## config.mk

```make
export PLATFORM = sky130hd
export DESIGN_NAME = load_store_unit
export DESIGN_NICKNAME = d
export VERILOG_FILES = /design/src/rtl/load_store_unit.sv
export SDC_FILE = /design/constraint.sdc
export NUM_CORES = 1
export LEC_CHECK = 0
export ABC_CLOCK_PERIOD_IN_PS = 3500
export CAP_MARGIN = 30
export CORE_MARGIN = 2
export CORE_UTILIZATION = 47
export DETAILED_ROUTE_END_ITERATION = 12
export PLACE_DENSITY = 0.93
export SYNTH_ARGS = -nofsm -noshare
export SYNTH_HDL_FRONTEND = slang
export SYNTH_SLANG_ARGS = --single-unit
```

## constraint.sdc

```tcl
create_clock -name clk -period 3.5 [get_ports clk]
set_input_delay 0.525 -clock clk [delete_from_list [all_inputs] [get_ports clk]]
set_output_delay 0.525 -clock clk [all_outputs]
set_load 0.01 [all_outputs]
```

## src/rtl/load_store_unit.sv

```systemverilog
// load_store_unit: turns CPU load/store requests into transactions on a
// single-port, big-endian, registered-read, whole-word-write data memory.
// Sub-word stores are done as read-modify-write.
//
// Build option: LSU_ALIGN_CHECK_EN enables the misalignment / illegal-size
// checks and the error response. Without it, low address bits that would be
// misaligned are ignored, size 2'b11 behaves as a word and resp_err is 0.
//
// Handshake: a request is accepted on the posedge where req_valid && req_ready
// are both high; req_ready is only high in IDLE (never during reset), and
// exactly one resp_valid pulse follows every accepted request unless reset
// intervenes.
module load_store_unit (
  input  logic        clk,
  input  logic        rst_n,
  input  logic        req_valid,
  output logic        req_ready,
  input  logic        req_wr,
  input  logic [1:0]  req_size,
  input  logic        req_signed,
  input  logic [31:0] req_addr,
  input  logic [31:0] req_wdata,
  output logic        resp_valid,
  output logic [31:0] resp_rdata,
  output logic        resp_err,
  output logic [31:0] mem_addr,
  output logic [31:0] mem_din,
  output logic        mem_wrt,
  input  logic [31:0] mem_dout
);

  localparam logic [2:0] S_IDLE    = 3'd0;
  localparam logic [2:0] S_ISSUE   = 3'd1;
  localparam logic [2:0] S_CAPTURE = 3'd2;
  localparam logic [2:0] S_WRITE   = 3'd3;
  localparam logic [2:0] S_DONE    = 3'd4;

  logic [2:0]  state_q, state_d;
  logic        wr_q, wr_d;
  logic [1:0]  size_q, size_d;
  logic        signed_q, signed_d;
  logic [1:0]  lane_addr_q, lane_addr_d;
  logic [31:0] rdata_q, rdata_d;
  logic [31:0] mem_addr_q, mem_addr_d;
  logic [31:0] mem_din_q, mem_din_d;

  logic        accept;
  logic        req_bad;
  logic [1:0]  lane;
  logic [7:0]  byte_sel;
  logic [15:0] half_sel;
  logic [31:0] load_data;
  logic [31:0] merged;

  assign accept = req_valid && req_ready;

`ifdef LSU_ALIGN_CHECK_EN
  logic err_q, err_d;

  // Illegal size, odd halfword or non-word-aligned word request
  always_comb begin
    req_bad = 1'b0;
    case (req_size)
      2'b01:   req_bad = req_addr[0];
      2'b10:   req_bad = (req_addr[1:0] != 2'b00);
      2'b11:   req_bad = 1'b1;
      default: req_bad = 1'b0;
    endcase
  end
`else
  assign req_bad = 1'b0;
`endif

  // Effective byte lane: offsets that would be misaligned are forced to 0
  always_comb begin
    case (size_q)
      2'b00:   lane = lane_addr_q;
      2'b01:   lane = {lane_addr_q[1], 1'b0};
      default: lane = 2'b00;
    endcase
  end

  // Pick the addressed byte/half out of the old word (lane 0 = bits 31:24)
  always_comb begin
    case (lane)
      2'd0:    byte_sel = mem_dout[31:24];
      2'd1:    byte_sel = mem_dout[23:16];
      2'd2:    byte_sel = mem_dout[15:8];
      default: byte_sel = mem_dout[7:0];
    endcase
    half_sel = lane[1] ? mem_dout[15:0] : mem_dout[31:16];
    case (size_q)
      2'b00:   load_data = {{24{signed_q & byte_sel[7]}}, byte_sel};
      2'b01:   load_data = {{16{signed_q & half_sel[15]}}, half_sel};
      default: load_data = mem_dout;
    endcase
  end

  // Merge store data (held right-justified in mem_din_q) into the old word
  always_comb begin
    merged = mem_dout;
    case (size_q)
      2'b00: begin
        case (lane)
          2'd0:    merged[31:24] = mem_din_q[7:0];
          2'd1:    merged[23:16] = mem_din_q[7:0];
          2'd2:    merged[15:8]  = mem_din_q[7:0];
          default: merged[7:0]   = mem_din_q[7:0];
        endcase
      end
      2'b01: begin
        if (lane[1]) merged[15:0]  = mem_din_q[15:0];
        else         merged[31:16] = mem_din_q[15:0];
      end
      default: merged = mem_din_q;
    endcase
  end

  // Next-state and datapath register updates
  always_comb begin
    state_d     = state_q;
    wr_d        = wr_q;
    size_d      = size_q;
    signed_d    = signed_q;
    lane_addr_d = lane_addr_q;
    rdata_d     = rdata_q;
    mem_addr_d  = mem_addr_q;
    mem_din_d   = mem_din_q;
`ifdef LSU_ALIGN_CHECK_EN
    err_d       = err_q;
`endif
    case (state_q)
      S_IDLE: begin
        if (accept) begin
          wr_d        = req_wr;
          size_d      = req_size;
          signed_d    = req_signed;
          lane_addr_d = req_addr[1:0];
          rdata_d     = 32'h0;
`ifdef LSU_ALIGN_CHECK_EN
          err_d       = req_bad;
`endif
          if (req_bad) begin
            state_d = S_DONE;
          end else begin
            state_d    = S_ISSUE;
            mem_addr_d = {req_addr[31:2], 2'b00};
            if (req_wr) mem_din_d = req_wdata;
          end
        end
      end
      S_ISSUE: begin
        // Word store writes directly; everything else reads the old word
        if (wr_q && size_q[1]) state_d = S_DONE;
        else                   state_d = S_CAPTURE;
      end
      S_CAPTURE: begin
        if (wr_q) begin
          mem_din_d = merged;
          state_d   = S_WRITE;
        end else begin
          rdata_d = load_data;
          state_d = S_DONE;
        end
      end
      S_WRITE: state_d = S_DONE;
      S_DONE:  state_d = S_IDLE;
      default: state_d = S_IDLE;
    endcase
  end

  // State registers with synchronous active-low reset
  always_ff @(posedge clk) begin
    if (!rst_n) begin
      state_q     <= S_IDLE;
      wr_q        <= 1'b0;
      size_q      <= 2'b00;
      signed_q    <= 1'b0;
      lane_addr_q <= 2'b00;
      rdata_q     <= 32'h0;
      mem_addr_q  <= 32'h0;
      mem_din_q   <= 32'h0;
`ifdef LSU_ALIGN_CHECK_EN
      err_q       <= 1'b0;
`endif
    end else begin
      state_q     <= state_d;
      wr_q        <= wr_d;
      size_q      <= size_d;
      signed_q    <= signed_d;
      lane_addr_q <= lane_addr_d;
      rdata_q     <= rdata_d;
      mem_addr_q  <= mem_addr_d;
      mem_din_q   <= mem_din_d;
`ifdef LSU_ALIGN_CHECK_EN
      err_q       <= err_d;
`endif
    end
  end

  assign req_ready  = rst_n && (state_q == S_IDLE);
  assign resp_valid = rst_n && (state_q == S_DONE);
  assign resp_rdata = rdata_q;
`ifdef LSU_ALIGN_CHECK_EN
  assign resp_err   = err_q;
`else
  assign resp_err   = 1'b0;
`endif
  assign mem_addr   = mem_addr_q;
  assign mem_din    = mem_din_q;
  // Memory writes never happen while reset is asserted
  assign mem_wrt    = rst_n && (((state_q == S_ISSUE) && wr_q && size_q[1]) ||
                                (state_q == S_WRITE));

endmodule
```

==> reports/results.md <==
| Metric | Reported | Unit |
|---|---|---|
| First-pass GRT wire length | 26.2 | mm |
| Net Sw Frac | 0.323 | - |
| Total Power Consumption | 2870 | uW |
| Standard-cell rows | 37 | - |
| I/O pin count | 203 | - |
| Number of stages on the worst hold path | 2 | - |
| Count of TritonRoute iterations in the first routing pass | 5 | - |
| Area fraction in compound gates after synthesis | 0.257 | - |
| Total Neg Setup Slack | 0 | ns |
| Worst reg2reg path endpoint | resp_rdata[11] | - |
| Worst setup skew after layout | 0.0115 | ns |
| Number of storage elements in the synthesis netlist | 103 | - |
| Highest fanout seen on the critical path | 16 | - |
| Run status | completed | - |
| Most used flip-flop cell after synthesis | sky130_fd_sc_hd__dfxtp_1 | - |
| Initial DRC Count | 416 | - |
| Number of clock buffers inserted by TritonCTS | 9 | - |
| Std-Cell Core Area | 0.0104 | mm2 |
| Syn. warnings | 0 | - |
| Max cap viols | 0 | - |
| Design internal power | 1940 | uW |
| Class of the most critical setup path | register to output pin | - |
| Post-Synthesis Cells | 597 | - |
| TritonCTS clock tree | done | - |
| Worst slew margin relative to its limit | 0.481 | - |
| Count of H-tree levels built during CTS | 3 | - |
| Peak supply drop | 0.232 | mV |
| Fraction of the cycle the final worst path needs | 0.739 | - |
| Mapped cell area | 0.00504 | mm2 |
| NetSw | 929 | uW |
| Post-detailed-route wirelength per cell | 18.6 | um |
| Largest net degree at the start of global routing | 60 | - |
| Register-to-Register Path Depth | 6 | - |
| Post-layout net count | 867 | - |
| Multiplexer share of the synthesized area | 0.0830 | - |
| Reg-to-reg setup timing slack | 1.17 | ns |
| Path category of the worst min-delay check | register to register | - |
| Initial antenna violation count | 0 | - |
| Worst r2r src | size_q[1] | - |
| Combinational share of power | 0.274 | - |
| Crit start category | register | - |
| Static leakage | 0.00261 | uW |
| Sum of net half-perimeters after detailed placement | 12.7 | mm |
| Buffers from clock root to sink, at most | 2 | - |
| Number of hold buffers added after cts | 0 | - |
| Final wirelength | 16.9 | mm |
| Dominant delay contributor by cell family on the critical path | flip-flops | - |
| Part of the Yosys area used for sequential elements | 0.409 | - |
| Initial Util | 0.486 | - |
| Filler Cell Count | 802 | - |
| Avg Inst Size Synth | 8.44 | um2 |
| Dominant combinational cell family by area after synthesis | compound AO/OA/AOI/OAI gates | - |
| Number of I/O port buffers | 199 | - |
| Hold_ws | 0.445 | ns |
| Clock group share of total power | 0.254 | - |
| Post-route antenna net violation count | 0 | - |
| Async set or reset register ratio after synthesis | 0 | - |
| Part of the power in registers | 0.471 | - |
| Post-route DRC violation count | 0 | - |
| Unrepaired setup endpoints after global routing | false | - |
| Post-Place Setup Slack | 0.887 | ns |
| Buffers inserted during post-CTS setup optimization | 0 | - |
| Clock-pin transition on the worst setup and hold timing paths | 0.10 | ns |
| Xor/xnor share of the synthesized area | 0 | - |
| Count of buffer and inverter cells on the critical path | 1 | - |
| Resize count post-CTS | 0 | - |
| Final-report max-slew violation count | 0 | - |
| Terminating pin of the worst hold path | resp_rdata[1] | - |
| Inserted Diodes | 0 | - |
| Post-synthesis share of cell area spent on and, or, nand and nor gates | 0.185 | - |
| Global router's overall resource usage | 0.289 | - |
| Post-synthesis to final-layout area growth | 42.8 | % |
| Count of flip-flops with a built-in enable after synthesis | 0 | - |
| WP data arrival | 2.06 | ns |
| DIE HEIGHT | 108 | um |
| Start point of the worst hold path | resp_rdata[1] | - |
| Final hold viol count | 0 | - |
| Count of endpoints failing setup in the final report | 0 | - |
| Clock latency at the later pin of the worst-skew pair | 0.38 | ns |
| Die boundary width | 108 | um |
| Grt ovf | 0 | - |
| Adder and majority cell fraction of the synthesized area | 0 | - |
| Total Die Area | 0.0116 | mm2 |
| Via count of the first global-routing pass | 5062 | - |
| Cells traversed along the worst timing path | a21oi_1, nor2_1, clkdlybuf4s50_1 | - |
| Final min period | 2.59 | ns |
| Count of different cell masters after synthesis | 56 | - |
| Proportion of layout cells with a drive suffix above 1 | 0.0624 | - |
| Cell area power density | 400 | mW/mm2 |
| Routability-driven placement congestion ratio | 0.971 | - |
| Vias | 5185 | - |
| Maximum clock frequency | 0.387 | GHz |
| Worst-Margin Slew | 0.776 | ns |
| Post-detailed-route via-to-cell ratio | 5.73 | - |
| Clock tree sinks | 103 | - |
| Crit path setup slack, layout | 0.915 | ns |
| Data required, critical path | 2.97 | ns |
| Slowest cell delay on critical path | 0.74 | ns |
| Root buffer selected by CTS | sky130_fd_sc_hd__clkbuf_8 | - |
| Max stage delay cell, worst path | sky130_fd_sc_hd__dfxtp_1 | - |
| CP endpoint kind | output pin | - |
[power by group through the flow]
| stage | registers (uW) | clock network [uW] | logic (uW) |
|---|---|---|---|
| floorplan | 1370 | 0 | 396 |
| global placement | 1370 | 0 | 756 |
| detailed placement | 1380 | 0 | 776 |
| CTS | 1350 | 738 | 781 |
| global route | 1370 | 790 | 844 |
| finish | 1360 | 731 | 788 |
[metal layers]
layer / wire length (um) / track usage
met5: 0 / 0
met3: 2140 / 0.111
met1: 6450 / 0.351
met2: 7660 / 0.462
met4: 615 / 0.113
[state kept, by name, summed over array words and instances (netlist names)]
| signal | count |
|---|---|
| wr_q | 1 |
| mem_din | 32 |
| signed_q | 1 |
| state_q | 3 |
| lane_addr_q | 2 |
| resp_rdata | 32 |
| mem_addr | 30 |
| size_q | 2 |
[worst register-to-register path: cells and delay by family (launching register included)]
| kind | cells | cell delay (ns) |
|---|---|---|
| AOI/OAI and AO/OA | 4 | 0.84 |
| buffers and inverters | 1 | 0.40 |
| DFF | 1 | 0.74 |
| and+or+nand+nor | 1 | 0.23 |
[placed cells by master (no fill, tap or decap), types with 3 or more instances in the layout]
cell type / Yosys / layout
sky130_fd_sc_hd__a21boi_1: 17 / 17
sky130_fd_sc_hd__a21oi_1: 19 / 19
sky130_fd_sc_hd__a221o_1: 16 / 16
sky130_fd_sc_hd__a31oi_1: 3 / 3
sky130_fd_sc_hd__buf_4: 8 / 7
sky130_fd_sc_hd__clkbuf_8: 0 / 10
sky130_fd_sc_hd__clkdlybuf4s50_1: 0 / 198
sky130_fd_sc_hd__conb_1: 1 / 3
sky130_fd_sc_hd__dfxtp_1: 103 / 103
sky130_fd_sc_hd__inv_1: 21 / 21
sky130_fd_sc_hd__inv_6: 0 / 4
sky130_fd_sc_hd__mux2_1: 3 / 3
sky130_fd_sc_hd__mux2_2: 7 / 7
sky130_fd_sc_hd__mux2i_1: 29 / 29
sky130_fd_sc_hd__nand2_1: 129 / 129
sky130_fd_sc_hd__nand3_1: 16 / 16
sky130_fd_sc_hd__nor2_1: 4 / 4
sky130_fd_sc_hd__nor2b_1: 12 / 12
sky130_fd_sc_hd__nor3_1: 9 / 9
sky130_fd_sc_hd__o2111ai_1: 8 / 8
sky130_fd_sc_hd__o211a_1: 8 / 8
sky130_fd_sc_hd__o211ai_1: 24 / 24
sky130_fd_sc_hd__o21ai_0: 46 / 46
sky130_fd_sc_hd__o21ai_1: 27 / 27
sky130_fd_sc_hd__o221ai_1: 6 / 6
[logic make-up after synthesis]
group | after synthesis
and+or+nand+nor | 194
AOI/OAI and AO/OA | 186
DFF | 103
buffers and inverters | 73
muxes | 40
other | 1
[layout make-up]
| class | count | area [um2] | area share |
|---|---|---|---|
| sequential | 103 | 2060 | 0.287 |
| clock buffer | 10 | 138 | 0.0191 |
| timing repair buffer | 206 | 2040 | 0.283 |
| multi-input combinational | 423 | 2660 | 0.369 |
| clock inverter | 6 | 51.3 | 0.00713 |
| tap | 136 | 170 | 0.0237 |
| inverter | 21 | 78.8 | 0.0110 |
[Yosys cell counts (2+ instances only)]
library cell | number | area share
sky130_fd_sc_hd__nand2_1 | 129 | 0.096
sky130_fd_sc_hd__or2_1 | 2 | 0.0025
sky130_fd_sc_hd__nand3_1 | 16 | 0.016
sky130_fd_sc_hd__nor2b_1 | 12 | 0.015
sky130_fd_sc_hd__mux2_2 | 7 | 0.016
sky130_fd_sc_hd__nor4b_4 | 2 | 0.0094
sky130_fd_sc_hd__nor4bb_1 | 2 | 0.0040
sky130_fd_sc_hd__a31oi_1 | 3 | 0.0037
sky130_fd_sc_hd__o211ai_1 | 24 | 0.036
sky130_fd_sc_hd__a221o_1 | 16 | 0.032
sky130_fd_sc_hd__a21boi_1 | 17 | 0.025
sky130_fd_sc_hd__mux2i_1 | 29 | 0.058
sky130_fd_sc_hd__nor2_2 | 2 | 0.0025
sky130_fd_sc_hd__inv_1 | 21 | 0.016
sky130_fd_sc_hd__o221ai_1 | 6 | 0.010
sky130_fd_sc_hd__buf_2 | 15 | 0.015
sky130_fd_sc_hd__clkbuf_1 | 23 | 0.017
sky130_fd_sc_hd__and2_1 | 4 | 0.0050
sky130_fd_sc_hd__o21ai_0 | 46 | 0.046
sky130_fd_sc_hd__o2111ai_1 | 8 | 0.014
sky130_fd_sc_hd__nor3_1 | 9 | 0.0089
sky130_fd_sc_hd__mux2_1 | 3 | 0.0067
sky130_fd_sc_hd__a21oi_1 | 19 | 0.019
sky130_fd_sc_hd__dfxtp_1 | 103 | 0.41
sky130_fd_sc_hd__buf_1 | 5 | 0.0037
sky130_fd_sc_hd__o211a_1 | 8 | 0.016
sky130_fd_sc_hd__o21ai_1 | 27 | 0.027
sky130_fd_sc_hd__buf_4 | 8 | 0.012
sky130_fd_sc_hd__nor2_1 | 4 | 0.0030
[worst max-delay path by stage]
stage / from / end / depth (start not counted)
after floorplan: rst_n / req_ready / 4
after global placement: rst_n / resp_rdata[26] / 5
after detailed placement: rst_n / resp_rdata[23] / 5
after CTS: size_q[1] / mem_wrt / 3
after global routing: rst_n / mem_wrt / 5
final: size_q[1] / mem_wrt / 3
[metrics by stage]
| stage | cells | util | cell area, um2 |
|---|---|---|---|
| floorplan | 599 | - | 5040 |
| global route | 905 | 0.694 | 7190 |
| detailed placement | 889 | 0.676 | 7010 |
| CTS | 905 | 0.694 | 7190 |
| global placement | 889 | 0.676 | 7010 |
| finish | 905 | 0.694 | 7190 |
(Power assumes the default switching activity.)
